==> src/rtl/r2sdf_bf_stage.sv <==
// One radix-2 single-delay-feedback FFT stage: butterfly span L = 2^(n-1) with an L-deep
// complex feedback delay line, twiddle rotation on the second half-block and registered outputs.
module r2sdf_bf_stage #(
  parameter int unsigned N  = 3,
  parameter int unsigned n  = 1,
  parameter int unsigned DW = 16,
  parameter int unsigned TW = 16
) (
  input  logic                         clk,
  input  logic                         rst_n,
  input  logic [N*(1<<N)-1:0]          shuffle_idx,
  input  logic [TW*(1<<(n-1))-1:0]     cos_arr,
  input  logic [TW*(1<<(n-1))-1:0]     sin_arr,
  input  logic                         in_valid,
  input  logic signed [DW-1:0]         ip_real,
  input  logic signed [DW-1:0]         ip_img,
  output logic                         out_valid,
  output logic signed [DW:0]           op_real,
  output logic signed [DW:0]           op_img
);

  localparam int unsigned L  = 1 << (n - 1);
  localparam int unsigned CW = n;
  localparam int unsigned OW = DW + 1;
  localparam int unsigned SW = DW + 3;
  localparam int unsigned PW = DW + TW + 2;
  localparam int unsigned FB = TW - 2;
  localparam logic signed [PW-1:0] Rnd = PW'(1) << (FB - 1);

  logic [CW-1:0]        cnt_q;
  logic                 primed_q;
  logic signed [OW-1:0] dl_re_q [L];
  logic signed [OW-1:0] dl_im_q [L];

  logic                 phase_b;
  logic [CW-1:0]        k;
  logic signed [TW-1:0] c, s;
  logic signed [PW-1:0] prod_re, prod_im;
  logic signed [SW-1:0] t_re, t_im, a_re, a_im;
  logic signed [SW-1:0] sum_re, sum_im, dif_re, dif_im;
  logic signed [OW-1:0] x_re, x_im, push_re, push_im;

  // The index table only documents the input ordering; the datapath does not consume it.
  logic unused_shuffle;
  assign unused_shuffle = ^shuffle_idx;

  function automatic logic signed [OW-1:0] sat(input logic signed [SW-1:0] v);
    if (v[SW-1:OW-1] == {(SW-OW+1){v[SW-1]}}) begin
      return v[OW-1:0];
    end else if (v[SW-1]) begin
      return {1'b1, {(OW-1){1'b0}}};
    end else begin
      return {1'b0, {(OW-1){1'b1}}};
    end
  endfunction

  always_comb begin
    phase_b = cnt_q[CW-1];
    k       = cnt_q - CW'(L);
    c       = '0;
    s       = '0;
    for (int i = 0; i < int'(L); i++) begin
      if (k == CW'(i)) begin
        c = cos_arr[i*TW +: TW];
        s = sin_arr[i*TW +: TW];
      end
    end
    // x * (c - js), rounded half-up before the arithmetic shift
    prod_re = PW'(ip_real) * PW'(c) + PW'(ip_img) * PW'(s) + Rnd;
    prod_im = PW'(ip_img) * PW'(c) - PW'(ip_real) * PW'(s) + Rnd;
    t_re    = SW'(prod_re >>> FB);
    t_im    = SW'(prod_im >>> FB);
    a_re    = SW'(dl_re_q[0]);
    a_im    = SW'(dl_im_q[0]);
    sum_re  = a_re + t_re;
    sum_im  = a_im + t_im;
    dif_re  = a_re - t_re;
    dif_im  = a_im - t_im;
    x_re    = OW'(ip_real);
    x_im    = OW'(ip_img);
    push_re = phase_b ? sat(dif_re) : x_re;
    push_im = phase_b ? sat(dif_im) : x_im;
  end

  always_ff @(posedge clk) begin
    if (!rst_n) begin
      cnt_q     <= '0;
      primed_q  <= 1'b0;
      out_valid <= 1'b0;
      op_real   <= '0;
      op_img    <= '0;
      for (int i = 0; i < int'(L); i++) begin
        dl_re_q[i] <= '0;
        dl_im_q[i] <= '0;
      end
    end else if (in_valid) begin
      cnt_q <= cnt_q + CW'(1);
      for (int i = 0; i < int'(L) - 1; i++) begin
        dl_re_q[i] <= dl_re_q[i+1];
        dl_im_q[i] <= dl_im_q[i+1];
      end
      dl_re_q[L-1] <= push_re;
      dl_im_q[L-1] <= push_im;
      if (phase_b) begin
        primed_q <= 1'b1;
      end
      // Phase A drains the previous block's differences; only meaningful once primed.
      out_valid <= phase_b | primed_q;
      op_real   <= phase_b ? sat(sum_re) : dl_re_q[0];
      op_img    <= phase_b ? sat(sum_im) : dl_im_q[0];
    end else begin
      out_valid <= 1'b0;
    end
  end

endmodule

==> config.mk <==
export PLATFORM = sky130hd
export DESIGN_NAME = r2sdf_bf_stage
export DESIGN_NICKNAME = d
export VERILOG_FILES = /design/src/rtl/r2sdf_bf_stage.sv
export SDC_FILE = /design/constraint.sdc
export NUM_CORES = 2
export LEC_CHECK = 0
export CORE_MARGIN = 4
export CORE_UTILIZATION = 60
export CTS_BUF_LIST = sky130_fd_sc_hd__clkbuf_16
export CTS_CLUSTER_SIZE = 10
export DETAILED_ROUTE_END_ITERATION = 12
export PLACE_DENSITY = 0.78
export SETUP_SLACK_MARGIN = 0.02
export SYNTH_ARGS = -nofsm -noshare
export SYNTH_HDL_FRONTEND = slang
export SYNTH_SLANG_ARGS = --single-unit
==> constraint.sdc <==
create_clock -name clk -period 15.95 [get_ports clk]
set_input_delay 3.19 -clock clk [delete_from_list [all_inputs] [get_ports clk]]
set_output_delay 3.19 -clock clk [all_outputs]
set_load 0.02 [all_outputs]
======== Word level (Yosys, flattened, before mapping) ========
Memory sizes are Yosys's and may differ from the RTL's.
Cells that the tools add are included.
storage, ports and cells
  output and inout bits ................... 35
  RAM bits ................................ 34
  bits in registers ....................... 37
  input port bits ......................... 91
  memories ................................ 2
cells by class
  equality and inequality tests ........... 4
  add/sub/neg operators ................... 10
  bitwise logic cells ..................... 1
  mux-type cells .......................... 22
  reduce and logical (&&, ||, !) cells .... 4
  multipliers ............................. 4
memories
  name     depth  width  rd ports  clocked after memory_dff  write ports  line  source
  dl_im_q  1      17     1         0                         1            33    logic signed [OW-1:0] dl_im_q [L];
  dl_re_q  1      17     1         0                         1            32    logic signed [OW-1:0] dl_re_q [L];
operators by type and width
  kind                      number
  $mux W17                  14
  $mul A16 B16 Y32          4
  $add A33 B15 Y33 const B  2
  $add A17 B19 Y19          2
  $sub A17 B19 Y19          2
  $reduce_or A17 Y1         2
  $add A32 B32 Y33          1
  $sub A32 B32 Y33          1
  $mux W16                  2
  $eq A2 B2 Y1              4
  $mux W1                   6
  $reduce_and A2 Y1         2
  $add A1 B1 Y1 const B     1
  $or A1 B1 Y1              1
  $sub A1 B1 Y1 const B     1

======== Logic depth before layout (Yosys ltp) ========
  word-level depth ........................ 10
  depth in mapped cells ................... 46
  gate-level depth less buffers ........... 41

======== Worst setup path after synthesis ========
Ideal clock, no wire load.
  path kind ............................... input -> register
  start ................................... input ip_real[15]
  end ..................................... register op_img[10]
  library setup time ...................... 0.074 ns
  stages on the path ...................... 39
  slack ................................... 3.103 ns
  arrival time ............................ 12.773 ns
  cell sequence ........................... clkbuf_1 clkbuf_1 nand2_1 inv_1 fa_1 inv_1 fa_1 inv_1 fa_1 inv_1 fa_1 fa_1 fa_1 fa_1 inv_1 fa_1 inv_1 ha_1 (+3 left out) o21ai_2 a21oi_1 nor2b_1 a21oi_1 nor2b_1 nor2_1 xnor2_1 ha_1 or3_1 and4_1 o31ai_1 o211ai_1 a21o_1 a21oi_1 xnor3_1 or3_4 buf_6 a31oi_1
on the way
  cells in the longest elaborated chain, start to end .. 7
  elaborated cells on any way between the ends .. 8
  classes of those cells .................. add/sub: 3; mul: 1; eq/ne: 1; mux: 3
RTL lines
  item                                      line    source
  start: declaration                        15      input logic signed [DW-1:0] ip_real,
  $mul A16 B16 Y32 (*)                      70      prod_im = PW'(ip_img) * PW'(c) - PW'(ip_real) * PW'(s) + Rnd;
  $sub A32 B32 Y33 (*)                      70
  $add A33 B15 Y33 (*)                      70
  $add A17 B19 Y19 (*)                      76      sum_im = a_im + t_im;
  $eq A2 B2 Y1 or $mux W17 (tied branches)  48, 50
  $mux W17 (*)                              48      if (v[SW-1:OW-1] == {(SW-OW+1){v[SW-1]}}) begin
  $mux W17 (*)                              110     op_img <= phase_b ? sat(sum_im) : dl_im_q[0];
  end signal: assignment                    110
  end: declaration                          19      output logic signed [DW:0] op_img
Mark *: on every way between the ends. The rest lies on a longest branch, timed or not.
A chain may end at the register's enable or synchronous reset.

======== Worst setup path after layout ========
  start ................................... input ip_real[15]
  end ..................................... register op_img[14]
The elaborated chain is that of the path after synthesis.

==> out/metrics.cfg <==
[timing]
min_period_ns=14.85
finalCritPeriodShare_pct=93.1
slew_headroom_pct=16.7
rsz0062_at_grt=false
worstMarginPinSlew_ns=1.25
tns_ns=0
slew_violations=0
final_hold_viol_count=0
finalClockSkew_ns=0.0111
fmax_ghz=0.0674
setup_viol=0

[logic_synthesis]
yosys.area_share.simple_pct=14.8
synthMuxAreaShare_pct=0.0424
synth_nets=6849
yosysWarnings=0
synth_ff_type=dfxtp_1
synth_xor_area_share_pct=2.46
syn-cell-area_mm2=0.0472
postSynthAreaPerCell_um2=9.07
synthDistinctLibCells=76
synth_top_family_by_area=adder cells
synth_edf_count=34
synth_seq_area_share_pct=3.73
ys_ff_latch=71
synth_compound_area_share_pct=5.87
yosys-top-cells-area=fa_1 50%, inv_1 11%, ha_1 9.9%, and3_1 6.9%, nand2_1 4.0%
synthArstFlopShare_pct=0
synth_fa_ha_area_share_pct=59.9
synthCells=5205
synth_area_leader_cell=fa_1
synth.top_cell.area_share_pct=50.0

[route]
first_pass_iters=10
drt-total-wl_um=132000
drc=0
postRouteAntennaNets=0
drt_iter0_drc=3373
viasPerCell=5.80
vias=35900
wire_per_inst_um=21.3

[global_route]
grt_usage_pct=33.0
grt_pass1_wl_um=211000
grt_max_degree=232
overflow=0
grt_pass1_vias=38200
antenna_found_initial=7

[min_path]
hp-class=reg2reg
whs_path_depth=1

[floorplan]
die_w_um=288
die_area_mm2=0.0832
fp.dieH_um=288
start_util_pct=60.7
rows=102
fp.coreArea_mm2=0.0777
pin_count=126

[worst_setup_path]
crit_path_start_kind=primary input
critPathKind=in2reg
cp-end-kind=register
crit_path_frequent_cell=fa_1
worstReg2RegEnd=op_img[14]
rrSetupSlack_ns=3.01
cp.arrival_ns=15.05
cp_slowest_stage_delay_ns=1.06
cp.required_ns=16.15
cp_max_fo=14
r2r-start=cnt_q
crit_start=ip_real[15]
cp_slowest_cell=clkdlybuf4s50_1
reg2regPathDepth=35
crit_end=op_img[14]

[placed_design]
portBuffers=101
gp_congestion=0.954
hpwl_um=109000

[clock_network]
cts-resized-gates=0
numCtsBuffers=9
clk_latency_ns=0.36
clockBufferDepth=2
cts_sinks=71
root_buffer=clkbuf_16
cts_setup_buffers=0
cts_tree=built
cts_hold_buf=0
h-tree-depth=3
clk_pin_slew_ns=0.06

[outcome]
outcome=finished clean

[run]
drv_cap=0

[cells_and_area]
mostFrequentLayoutCells=1356 x inv_1, 1178 x fa_1, 524 x and3_1
area_growth_pct=5.08
final_common_cell=inv_1
nets=6778
drive_gt1_share_pct=4.05

[layer usage]
metal / track usage [%] / wire length, µm / vias to the layer above
li1: - / - / 15500
met1: 43.7 / 49600 / 18300
met2: 52.8 / 61100 / 1785
met3: 7.96 / 14600 / 333
met4: 13.4 / 6470 / 2
met5: 0 / 7 / -
[worst min-delay path by stage]
stage | slack (ns) | startpoint | endpoint
5_1_grt | 0.49 | op_real[0] | op_real[0]
2_1_floorplan | 0.44 | primed_q | primed_q
3_5_place_dp | 0.45 | primed_q | out_valid
4_1_cts | 0.47 | op_real[0] | op_real[0]
6_report | 0.47 | op_real[0] | op_real[0]
3_3_place_gp | 0.44 | op_real[14] | op_real[14]
[cell families (layout without fill, tap and decap cells)]
kind of cell	after synthesis	count (layout)
other	0	11
AO/OA/AOI/OAI	423	423
adder cells (fa/ha/maj)	1553	1553
multiplexers	2	2
flip-flops	71	71
buffers and inverters	1658	1591
XOR/XNOR	130	130
AND/OR/NAND/NOR	1368	1368
[stage by stage]
step / worst slack, ns / hold WS [ns] / instances / cell area [µm²] / utilization (%)
after floorplan: 3.10 / 0.437 / 5205 / 47200 / -
after global placement: 1.18 / 0.440 / 6163 / 49300 / 63.4
after detailed placement: 0.982 / 0.453 / 6163 / 49300 / 63.4
after CTS: 1.33 / 0.471 / 6178 / 49600 / 63.8
after global routing: 0.531 / 0.489 / 6180 / 49600 / 63.8
final: 1.10 / 0.471 / 6189 / 49600 / 63.8
[state kept, by name (all words and copies together), names as in the netlist]
name,count
op_img,17
out_valid,1
dl_im_q,17
cnt_q,1
primed_q,1
dl_re_q,17
op_real,17
[Yosys cell counts, drive strengths merged, types with 4 or more instances]
library cell,n
nor3,32
and2,35
a22oi,5
or2,44
o21ba,4
nor2,126
a211o,6
buf,12
nand2b,30
o21a,26
a21o,36
dfxtp,37
xnor2,98
o41ai,6
inv,1356
nand2,499
ha,375
and3,524
nor4,5
o211ai,15
xor2,31
o31ai,10
edfxtp,34
nand4,6
fa,1178
o21bai,12
a32o,4
nor3b,6
o22ai,20
or3,10
a21oi,119
clkbuf,290
nor2b,22
a31oi,25
a211oi,4
o221a,14
nand3,19
o21ai,87
[worst max-delay path, delay by kind of cell]
kind,cells,cell delay (ns)
adder cells (fa/ha/maj),10,4.71
AND/OR/NAND/NOR,10,2.62
buffers and inverters,5,1.90
AO/OA/AOI/OAI,8,2.44
XOR/XNOR,1,0.14
[final cells by class]
cell class / instances / area [µm²]
multi-input combinational: 3476 / 39200
fill: 6233 / 28100
inverter: 1356 / 5090
timing repair buffer: 220 / 1920
sequential: 71 / 1770
tap: 1040 / 1300
clock buffer: 10 / 250
clock inverter: 5 / 55.1
antenna: 11 / 27.5
Power is not shown: default switching activity piles up to over one toggle a cycle in this logic, so the estimate is an artifact.
